## config.mk

```make
export PLATFORM = sky130hd
export DESIGN_NAME = seg_readback_decoder_flat
export DESIGN_NICKNAME = d
export VERILOG_FILES = /design/src/rtl/seg_pkg.sv /design/src/rtl/seg_readback_decoder_if.sv /design/src/rtl/seg_digit_decode.sv /design/src/rtl/seg_readback_decoder.sv /design/src/flat_wrapper.sv
export SDC_FILE = /design/constraint.sdc
export NUM_CORES = 1
export LEC_CHECK = 0
export ABC_CLOCK_PERIOD_IN_PS = 3500
export BUFFER_PORTS_ARGS = -buffer_cell sky130_fd_sc_hd__buf_2
export CAP_MARGIN = 20
export CORE_UTILIZATION = 55
export DETAILED_ROUTE_END_ITERATION = 6
export PLACE_DENSITY = 0.82
export SLEW_MARGIN = 25
export SYNTH_ARGS = -nofsm -noshare
export SYNTH_HDL_FRONTEND = slang
export SYNTH_SLANG_ARGS = --single-unit
```

## constraint.sdc

```tcl
create_clock -name clk -period 3.5 [get_ports clk]
set_input_delay 0.525 -clock clk [delete_from_list [all_inputs] [get_ports clk]]
set_output_delay 0.525 -clock clk [all_outputs]
set_load 0.005 [all_outputs]
```

## src/rtl/seg_pkg.sv

```systemverilog
// Shared segment-display definitions: digit pattern table, blank code and the
// readback decoder state encoding.
package seg_pkg;

  localparam logic [6:0] SEG_BLANK = 7'h00;

  // Index is the nibble value; bit0 = segment a, active-high.
  localparam logic [6:0] SEG_PATTERNS [16] = '{
    7'h3f, 7'h06, 7'h5b, 7'h4f, 7'h66, 7'h6d, 7'h7d, 7'h07,
    7'h7f, 7'h6f, 7'h77, 7'h7c, 7'h39, 7'h5e, 7'h79, 7'h71
  };

  typedef enum logic [1:0] {
    EMPTY,
    SETTLING,
    STABLE,
    ERROR
  } seg_state_e;

endpackage

```

## src/rtl/seg_readback_decoder_if.sv

```systemverilog
// Segment bus observation port and decoded-value results of the readback decoder.
interface seg_readback_decoder_if;
  logic [8:0] seg_led_1;
  logic [8:0] seg_led_2;
  logic [7:0] value;
  logic       value_valid;
  logic       value_strobe;
  logic       pattern_err;
  logic [7:0] err_count;

  modport master (
    output seg_led_1, seg_led_2,
    input  value, value_valid, value_strobe, pattern_err, err_count
  );

  modport slave (
    input  seg_led_1, seg_led_2,
    output value, value_valid, value_strobe, pattern_err, err_count
  );
endinterface

```

## src/rtl/seg_digit_decode.sv

```systemverilog
// Combinational seven-segment pattern to nibble decoder with legal/blank flags.
module seg_digit_decode
  import seg_pkg::*;
(
  input  logic [6:0] pattern,
  output logic [3:0] nibble,
  output logic       legal,
  output logic       blank
);

  always_comb begin
    nibble = '0;
    legal  = 1'b0;
    for (int i = 0; i < 16; i++) begin
      if (pattern == SEG_PATTERNS[i]) begin
        nibble = 4'(i);
        legal  = 1'b1;
      end
    end
  end

  assign blank = (pattern == SEG_BLANK);

endmodule

```

## src/rtl/seg_readback_decoder.sv

```systemverilog
// Debounced readback of the two-digit hex display: samples both segment buses,
// waits for STABLE_CYCLES identical samples, then commits a value or an error.
module seg_readback_decoder
  import seg_pkg::*;
#(
  parameter int STABLE_CYCLES = 4
) (
  input logic                  clk,
  input logic                  rst,
  seg_readback_decoder_if.slave bus
);

  // state      | meaning
  // EMPTY      | reset, or both digits settled blank
  // SETTLING   | sample changed, waiting for a stable pair
  // STABLE     | legal pair committed, value valid
  // ERROR      | illegal pair committed, pattern_err raised

  localparam int             CW      = $clog2(STABLE_CYCLES + 1);
  localparam logic [CW-1:0]  CNT_MAX = CW'(STABLE_CYCLES);

  logic [13:0]   sample_in;
  logic [13:0]   sample_q;
  logic [CW-1:0] cnt_q, cnt_d;
  logic          chg_q;
  logic          same;
  logic          commit;
  logic          unused_hi;

  logic [3:0]    nib_hi, nib_lo;
  logic          legal_hi, legal_lo, blank_hi, blank_lo;

  seg_state_e    state_q, state_d;
  seg_state_e    last_q, last_d;
  logic [7:0]    value_q, value_d;
  logic          strobe_q, strobe_d;
  logic [7:0]    err_cnt_q, err_cnt_d;

  assign sample_in = {bus.seg_led_1[6:0], bus.seg_led_2[6:0]};
  assign unused_hi = ^{bus.seg_led_1[8:7], bus.seg_led_2[8:7]};
  assign same      = (sample_in == sample_q);

  always_comb begin
    cnt_d = '0;
    if (same) begin
      cnt_d = (cnt_q == CNT_MAX) ? cnt_q : cnt_q + CW'(1);
    end
  end

  // Commit only on the edge the counter first reaches the limit.
  assign commit = (cnt_d == CNT_MAX) && (cnt_q != CNT_MAX);

  always_ff @(posedge clk or posedge rst) begin
    if (rst) begin
      sample_q <= '0;
      cnt_q    <= '0;
      chg_q    <= 1'b0;
    end else begin
      sample_q <= sample_in;
      cnt_q    <= cnt_d;
      chg_q    <= !same;
    end
  end

  seg_digit_decode u_dec_hi (
    .pattern (sample_q[13:7]),
    .nibble  (nib_hi),
    .legal   (legal_hi),
    .blank   (blank_hi)
  );

  seg_digit_decode u_dec_lo (
    .pattern (sample_q[6:0]),
    .nibble  (nib_lo),
    .legal   (legal_lo),
    .blank   (blank_lo)
  );

  always_ff @(posedge clk or posedge rst) begin
    if (rst) begin
      state_q   <= EMPTY;
      last_q    <= EMPTY;
      value_q   <= 8'h00;
      strobe_q  <= 1'b0;
      err_cnt_q <= 8'h00;
    end else begin
      state_q   <= state_d;
      last_q    <= last_d;
      value_q   <= value_d;
      strobe_q  <= strobe_d;
      err_cnt_q <= err_cnt_d;
    end
  end

  always_comb begin
    state_d   = state_q;
    last_d    = last_q;
    value_d   = value_q;
    strobe_d  = 1'b0;
    err_cnt_d = err_cnt_q;
    if (commit) begin
      if (blank_hi && blank_lo) begin
        state_d = EMPTY;
        last_d  = EMPTY;
      end else if (legal_hi && legal_lo) begin
        state_d = STABLE;
        last_d  = STABLE;
        value_d = {nib_hi, nib_lo};
        // Re-settling onto the same legal byte is silent.
        if (({nib_hi, nib_lo} != value_q) || (last_q != STABLE)) begin
          strobe_d = 1'b1;
        end
      end else begin
        state_d = ERROR;
        last_d  = ERROR;
        if (err_cnt_q != 8'hFF) begin
          err_cnt_d = err_cnt_q + 8'd1;
        end
      end
    end else if (chg_q) begin
      state_d = SETTLING;
    end
  end

  assign bus.value        = value_q;
  assign bus.value_valid  = (state_q == STABLE);
  assign bus.value_strobe = strobe_q;
  assign bus.pattern_err  = (state_q == ERROR);
  assign bus.err_count    = err_cnt_q;

endmodule

```

## src/flat_wrapper.sv

```systemverilog
// flat-port wrapper written by rule: the top's interface ports become plain ports
module seg_readback_decoder_flat import seg_pkg::*;
#(
  parameter int STABLE_CYCLES = 4
)
  (clk, rst, bus_seg_led_1, bus_seg_led_2, bus_value, bus_value_valid, bus_value_strobe, bus_pattern_err, bus_err_count);
  seg_readback_decoder_if bus_i ();
  input logic clk;
  input logic rst;
  input wire logic [$bits(bus_i.seg_led_1)-1:0] bus_seg_led_1;
  input wire logic [$bits(bus_i.seg_led_2)-1:0] bus_seg_led_2;
  output wire logic [$bits(bus_i.value)-1:0] bus_value;
  output wire logic [$bits(bus_i.value_valid)-1:0] bus_value_valid;
  output wire logic [$bits(bus_i.value_strobe)-1:0] bus_value_strobe;
  output wire logic [$bits(bus_i.pattern_err)-1:0] bus_pattern_err;
  output wire logic [$bits(bus_i.err_count)-1:0] bus_err_count;
  assign bus_i.seg_led_1 = bus_seg_led_1;
  assign bus_i.seg_led_2 = bus_seg_led_2;
  assign bus_value = bus_i.value;
  assign bus_value_valid = bus_i.value_valid;
  assign bus_value_strobe = bus_i.value_strobe;
  assign bus_pattern_err = bus_i.pattern_err;
  assign bus_err_count = bus_i.err_count;
  seg_readback_decoder #(.STABLE_CYCLES(STABLE_CYCLES)) u_core (.clk(clk), .rst(rst), .bus(bus_i));
endmodule
```

==> results of run 1 <==
## layout by cell type (no fill, tap or decap), types with 3 or more instances in the layout
cell | Yosys | final
nand4b_1 | 3 | 3
nand3b_1 | 3 | 3
nor3_1 | 8 | 8
dfrtp_1 | 39 | 39
mux2i_1 | 4 | 4
mux2_2 | 6 | 6
o21ai_0 | 8 | 8
nor2_1 | 13 | 13
nand2b_1 | 7 | 7
inv_1 | 8 | 8
o22ai_1 | 3 | 3
buf_2 | 4 | 34
nand2_1 | 26 | 26
nor4_1 | 6 | 6
xnor2_1 | 13 | 13
clkbuf_8 | 0 | 5
a21oi_1 | 4 | 4
and2_1 | 4 | 4
nor2b_1 | 5 | 5
xor2_1 | 18 | 18
nand4_1 | 7 | 7
nand3_1 | 5 | 5
ha_1 | 3 | 3
and3_1 | 4 | 4
## registers in the layout (all words and copies together), names as in the netlist
signal,count
u_core.last_q,2
u_core.sample_q,14
u_core.bus.value,8
u_core.state_q,2
u_core.cnt_q,3
u_core.bus.err_count,8
u_core.chg_q,1
u_core.bus.value_strobe,1
## worst paths after layout
kind | cells past startpoint | start | endpoint
min in group clk | 1 | bus_seg_led_2[3] | u_core.sample_q[3]
max in group asynchronous | 3 | rst | u_core.sample_q[0]
worst max register to register | 6 | u_core.sample_q[8] | u_core.bus.err_count[1]
worst min-delay path | 3 | rst | u_core.cnt_q[1]
worst max-delay path | 6 | u_core.sample_q[8] | u_core.bus.err_count[1]
worst min register to register | 2 | u_core.last_q[1] | u_core.last_q[1]
## synth_stat cells, types with 2 or more instances
| master | n |
|---|---|
| o2111ai_1 | 2 |
| ha_1 | 3 |
| o21ai_0 | 8 |
| nand2b_1 | 7 |
| o211ai_1 | 2 |
| inv_1 | 8 |
| o31ai_1 | 2 |
| nand3_1 | 5 |
| mux2_2 | 6 |
| mux2i_1 | 4 |
| buf_6 | 2 |
| nor4_1 | 6 |
| nand4b_1 | 3 |
| nand3b_1 | 3 |
| dfrtp_1 | 39 |
| clkbuf_1 | 8 |
| nor3b_1 | 2 |
| a31oi_1 | 2 |
| nor3_1 | 8 |
| nor4b_1 | 2 |
| and2_1 | 4 |
| buf_2 | 4 |
| a41oi_1 | 2 |
| a211oi_1 | 2 |
| nand2_1 | 26 |
| a31o_2 | 2 |
| nand4_1 | 7 |
| xnor2_1 | 13 |
| and3_1 | 4 |
| o22ai_1 | 3 |
| nor2_1 | 13 |
| xor2_1 | 18 |
| nor2b_1 | 5 |
| a21oi_1 | 4 |
## cell families (layout without fill, tap and decap cells)
kind of cell / Yosys count / after routing
and+or+nand+nor: 106 / 106
DFF: 39 / 39
AOI/OAI and AO/OA: 36 / 36
xor gates and xnor gates: 32 / 32
buffers and inverters: 23 / 51
muxes: 11 / 11
adders and majority gates: 3 / 3
## power by group
group	switching [W]	total, W	leakage, nW	internal [W]
Sequential	0.0000299	0.000488	0.492	0.000458
Clock	0.000163	0.000447	0.0644	0.000284
Combinational	0.0000454	0.0000840	0.705	0.0000386
Total	0.000238	0.00102	1.26	0.000781
## layer usage
layer / share of wire, % / GRT usage, % / up-vias / routed length [um]
met3: 4.1 / 4.33 / 12 / 199
met4: 2.8 / 12.8 / 0 / 136
met1: 49 / 32.2 / 884 / 2380
met2: 44 / 34.8 / 50 / 2100
met5: 0 / 0 / - / 0
li1: - / - / 947 / -
## area by class of cell
class	instances	area share [%]
clock buffer	5	2.53
sequential	39	35.8
multi-input combinational	188	49.2
tap	50	2.30
inverter	8	1.10
timing repair buffer	35	6.53
clock inverter	3	2.48
## through the flow
stage	total power, W	instance area, um^2
floorplan	0.000558	2420
global placement	0.000578	2590
detailed placement	0.000581	2590
CTS	0.00103	2720
global route	0.00106	2720
finish	0.00102	2720
## critical path: stages, from the launching register on
cell	delay [ps]
dfrtp_1	570
xor2_1	220
nor4_1	420
nand4_2	290
or4b_4	630
a211oi_4	360
mux2_1	360
==> flow_summary.json, run 1 <==
{
  "nNetsFinal": 300,
  "yosysTopAreaCellShare_pct": 40.3,
  "syn-instance-count": 250,
  "yosysTopAreaCell": "dfrtp_1",
  "maxCapViolCount": 0,
  "clk_pin_slew_worst_paths_ps": 80,
  "hold_slack_ps": 329,
  "fin_crit_sh_pct": 84.8,
  "synth_edf_count": 0,
  "synth_compound_area_share_pct": 10.9,
  "post_cts_resized": 0,
  "status": "finished, final reports clean",
  "slew_headroom_pct": 66.4,
  "postRouteAntennaNets": 0,
  "rsz0062_at_grt": "false",
  "synthSimpleGateAreaFrac_pct": 26.1,
  "synth.avg_cell_area_um2": 9.69,
  "drv_slew": 0,
  "synth.distinct_cells": 55,
  "power.leakage_nw": 1.26,
  "n_fill_cell": 332,
  "post_cts_buffers": 0,
  "power_density_nw_per_um2": 374,
  "drt-initial-drc-count": 106,
  "via_per_inst": 5.77,
  "pre_cts_ws_ps": 540,
  "fin_ws_ps": 532,
  "clockRootBuffer": "clkbuf_8",
  "n_antenna_cell": 0,
  "dieArea_um2": 4670,
  "rows": 23,
  "synth_ff_type": "dfrtp_1",
  "grt_max_degree": 40,
  "synth_area_leaders": "dfrtp_1 (40%), xor2_1 (6.5%), xnor2_1 (4.7%)",
  "setup_viol": 0,
  "num_vias": 1893,
  "multi_input_area_um2": 1340,
  "antenna_found_initial": 0,
  "gp_congestion": 0.788,
  "cp_data_required_time_ps": 3680,
  "core-area_um2": 4120,
  "final_layout_size_suffix_gt1_share_pct": 21.9,
  "routed_wl_mm": 4.82,
  "fin_cells": 328,
  "worst_pin_slew_ps": 504,
  "synthMuxAreaShare_pct": 4.91,
  "ctsLongestPathBuffers": 2,
  "ir_drop_mv": 0.302,
  "seq_area_um2": 976,
  "syn_nets": 273,
  "arrival_ps": 3150,
  "finClkSkew_ps": 7.56,
  "drt_first_pass_iters": 4,
  "wl_per_cell_um": 14.7,
  "die_w_um": 68.4,
  "fp.dieH_um": 68.4,
  "cts.sinks": 39,
  "area_growth_syn_to_layout_pct": 12.4,
  "synth-async-reset-ratio_pct": 100,
  "synth-seq-cells": 39,
  "final_util_pct": 66.2,
  "maxClockFrequency_mhz": 337,
  "cts_made_buffers": 5,
  "period_needed_ps": 2970,
  "io_pins": 39,
  "clk_latency_ps": 300,
  "hold_class": "in2async",
  "synth_xor_area_share_pct": 11.9,
  "grt_usage_pct": 23.5,
  "cts_tree": "yes",
  "synth_seq_area_share_pct": 40.3,
  "grt_pass1_wl_mm": 7.97,
  "grt_pass1_vias": 1689,
  "startpoint_type": "flop",
  "reg2reg_slack_ps": 530,
  "grt_overflow": 0,
  "dpl.cell_count": 320,
  "synthAdderAreaFrac_pct": 1.55,
  "cts_hold_buf": 0,
  "dp_hpwl_mm": 3.39,
  "hold_viol_final": 0,
  "portBuffers": 34,
  "netlist_area_um2": 2420,
  "setup_tns_ps": 0,
  "synth_top_family_by_area": "simple AND/OR/NAND/NOR gates",
  "worstSetupPathType": "reg2reg",
  "start_util_pct": 58.9,
  "end_kind": "flop",
  "cp_max_fo": 16,
  "cts-htree-levels": 2,
  "yosysWarnings": 0,
  "drc": 0
}
Power figures use the tool's default switching activity.
==> run 2, diff against run 1 <==
ABC_AREA = 1   (was not set)
ABC_CLOCK_PERIOD_IN_PS = 2500   (was 3500)
CORE_UTILIZATION = 52   (was 55)
PLACE_DENSITY = 0.81   (was 0.82)
clock period = 2.5 ns   (was 3.5 ns; I/O delays follow)
==> run 2 against run 1 <==
Worst setup slack got worse by 240 ps. Flip-flop and latch count unchanged. Total power increased by 31%. Cell count increased by 46%. Critical endpoint is now u_core.bus.err_count[7]. Count of clock-buffer cells in the layout increased by 1. Global-route usage decreased by 0.90 points. Sequential share of layout area decreased by 2.8 points. Synthesized area increased by 6.9%. Critical path depth increased by 5. Core utilization decreased by 4.0 points. Critical path type unchanged.
==> flow_summary.json, run 2 <==
{
  "status": "finished, final reports clean",
  "grt_overflow": 0,
  "rsz0062_at_grt": "false",
  "synth_ff_type": "dfrtp_1",
  "end_kind": "flop",
  "pre_cts_ws_ps": 242,
  "synthSimpleGateAreaFrac_pct": 46.6,
  "synthMuxAreaShare_pct": 0,
  "synth_area_leaders": "dfrtp_1 (38%), nand2_1 (17%), nor2_1 (8.7%)",
  "fin_ws_ps": 288,
  "yosysTopAreaCell": "dfrtp_1",
  "synth_xor_area_share_pct": 4.40,
  "antenna_found_initial": 0,
  "maxClockFrequency_mhz": 452,
  "synth.distinct_cells": 34,
  "worst_pin_slew_ps": 533,
  "maxCapViolCount": 0,
  "ir_drop_mv": 0.491,
  "arrival_ps": 2400,
  "io_pins": 39,
  "drv_slew": 0,
  "num_vias": 2410,
  "synth_edf_count": 0,
  "n_antenna_cell": 0,
  "synth.avg_cell_area_um2": 7.00,
  "die_w_um": 72.6,
  "wl_per_cell_um": 11.0,
  "synth_compound_area_share_pct": 2.42,
  "top_register": "u_core.sample_q",
  "cts.sinks": 39,
  "cts_tree": "yes",
  "cts-htree-levels": 2,
  "rr_worst_depth": 11,
  "grt_max_degree": 40,
  "syn_nets": 393,
  "drt-initial-drc-count": 143,
  "rr_startpoint": "u_core.sample_q[11]",
  "largest_register_ffs": 14,
  "fin_crit_sh_pct": 88.5,
  "core-area_um2": 4750,
  "dp_hpwl_mm": 4.14,
  "dieArea_um2": 5260,
  "cp_max_fo": 9,
  "area_growth_syn_to_layout_pct": 14.2,
  "critPathLaunch": "u_core.sample_q[11]",
  "syn-instance-count": 370,
  "postRouteAntennaNets": 0,
  "start_util_pct": 54.4,
  "ctsLongestPathBuffers": 2,
  "portBuffers": 34,
  "synth_top_family_by_area": "simple AND/OR/NAND/NOR gates",
  "synth_common_cells": "nand2_1 (119), nor2_1 (60), dfrtp_1 (39)",
  "hold_class": "in2async",
  "synth-seq-cells": 39,
  "setup_viol": 0,
  "post_cts_buffers": 0,
  "final_layout_size_suffix_gt1_share_pct": 18.2,
  "clk_pin_slew_worst_paths_ps": 80,
  "fin_cells": 479,
  "grt_pass1_vias": 2201,
  "period_needed_ps": 2210,
  "via_per_inst": 5.03,
  "netlist_area_um2": 2590,
  "setup_tns_ps": 0,
  "cts_made_buffers": 5,
  "final_cell_mix": "nand2_1 (119), nor2_1 (60), dfrtp_1 (39), inv_1 (37), nand3_1 (37)",
  "power_density_nw_per_um2": 451,
  "drc": 0,
  "clockRootBuffer": "clkbuf_8",
  "post_cts_resized": 0,
  "finClkSkew_ps": 9.23,
  "rr_endpoint": "u_core.bus.err_count[7]",
  "yosysWarnings": 0,
  "gp_congestion": 0.852,
  "grt_pass1_wl_mm": 9.16,
  "synth_seq_area_share_pct": 37.7,
  "reg2reg_slack_ps": 290,
  "synthAdderAreaFrac_pct": 1.45,
  "rows": 25,
  "yosysTopAreaCellShare_pct": 37.7,
  "synth_most_common_cell": "nand2_1",
  "final_common_cell": "nand2_1",
  "clk_latency_ps": 300,
  "dpl.cell_count": 471,
  "cp_data_required_time_ps": 2690,
  "synth-async-reset-ratio_pct": 100,
  "routed_wl_mm": 5.28,
  "cts_hold_buf": 0,
  "fp.dieH_um": 72.6,
  "worstSetupPathType": "reg2reg",
  "drt_first_pass_iters": 5,
  "power.leakage_nw": 1.70,
  "nNetsFinal": 434,
  "startpoint_type": "flop",
  "slew_headroom_pct": 64.3,
  "cp-endpoint": "u_core.bus.err_count[7]",
  "grt_usage_pct": 22.6,
  "hold_viol_final": 0
}
==> run 2: cell count changes after synthesis, moves of 5 or more <==
cell      change
nand2b_1      -7
nor2b_1       -5
clkbuf_1      -8
nand2_1      +93
inv_2        +11
xnor2_1       -7
nand3_1      +32
o21ai_0       -6
nor4_1        -6
inv_1        +29
nor2_1       +47
xor2_1       -11
mux2_2        -6
==> run 2: metal layers <==
metal  global-route usage [%]  routed length [um]
met2                     39.5                2610
met4                     8.28                  80
met1                     27.6                2390
met3                     4.44                 209
met5                        0                   0
==> run 2: worst min path at each step <==
| stage | from | end | slack [ps] | cells past startpoint |
|---|---|---|---|---|
| floorplan | bus_seg_led_2[0] | u_core.sample_q[0] | 410 | 0 |
| global placement | u_core.last_q[1] | u_core.last_q[1] | 460 | 2 |
| detailed placement | u_core.last_q[0] | u_core.last_q[0] | 480 | 2 |
| CTS | bus_seg_led_2[3] | u_core.sample_q[3] | 190 | 1 |
| global route | bus_seg_led_2[1] | u_core.sample_q[1] | 190 | 1 |
| finish | rst | u_core.bus.err_count[0] | 190 | 3 |
==> run 2: power breakdown <==
part | internal, W | switching [W]
sequential | 0.000642 | 0.0000170
clock | 0.000323 | 0.000226
combinational | 0.0000426 | 0.0000829
total | 0.00101 | 0.000326
==> run 2: stage by stage <==
| step | hold slack, ps | power (W) | instance area (um^2) | util [%] |
|---|---|---|---|---|
| after global placement | 464 | 0.000793 | 2840 | 59.7 |
| after CTS | 194 | 0.00135 | 2960 | 62.2 |
| after detailed placement | 481 | 0.000797 | 2840 | 59.7 |
| after global routing | 193 | 0.00139 | 2960 | 62.2 |
| final | 188 | 0.00133 | 2960 | 62.2 |
| after floorplan | 406 | 0.000757 | 2590 | - |
==> run 2: final cells by class <==
class	count	area (um^2)
Fill cell	449	1800
Multi-Input combinational cell	282	1420
Sequential cell	39	976
Inverter	48	180
Timing Repair Buffer	35	178
Tap cell	67	83.8
Clock buffer	6	82.6
Clock inverter	2	35.0
==> run 2: cells by family after synthesis <==
group	count (synthesis)
buffers and inverters	49
XOR/XNOR	13
AND/OR/NAND/NOR	257
flip-flops	39
AO/OA/AOI/OAI	9
adder cells (fa/ha/maj)	3
==> run 2: worst max-delay path: stages, from the launching register on <==
cell     delay [ps]
dfrtp_1         450
xor2_1          170
nor3b_1         190
nand3_1         100
nor2_1          310
nand2_4         130
nor2_8          140
nand3_2         110
nor2_4          200
nand2_2         160
nand2_1          90
nand2_1          60
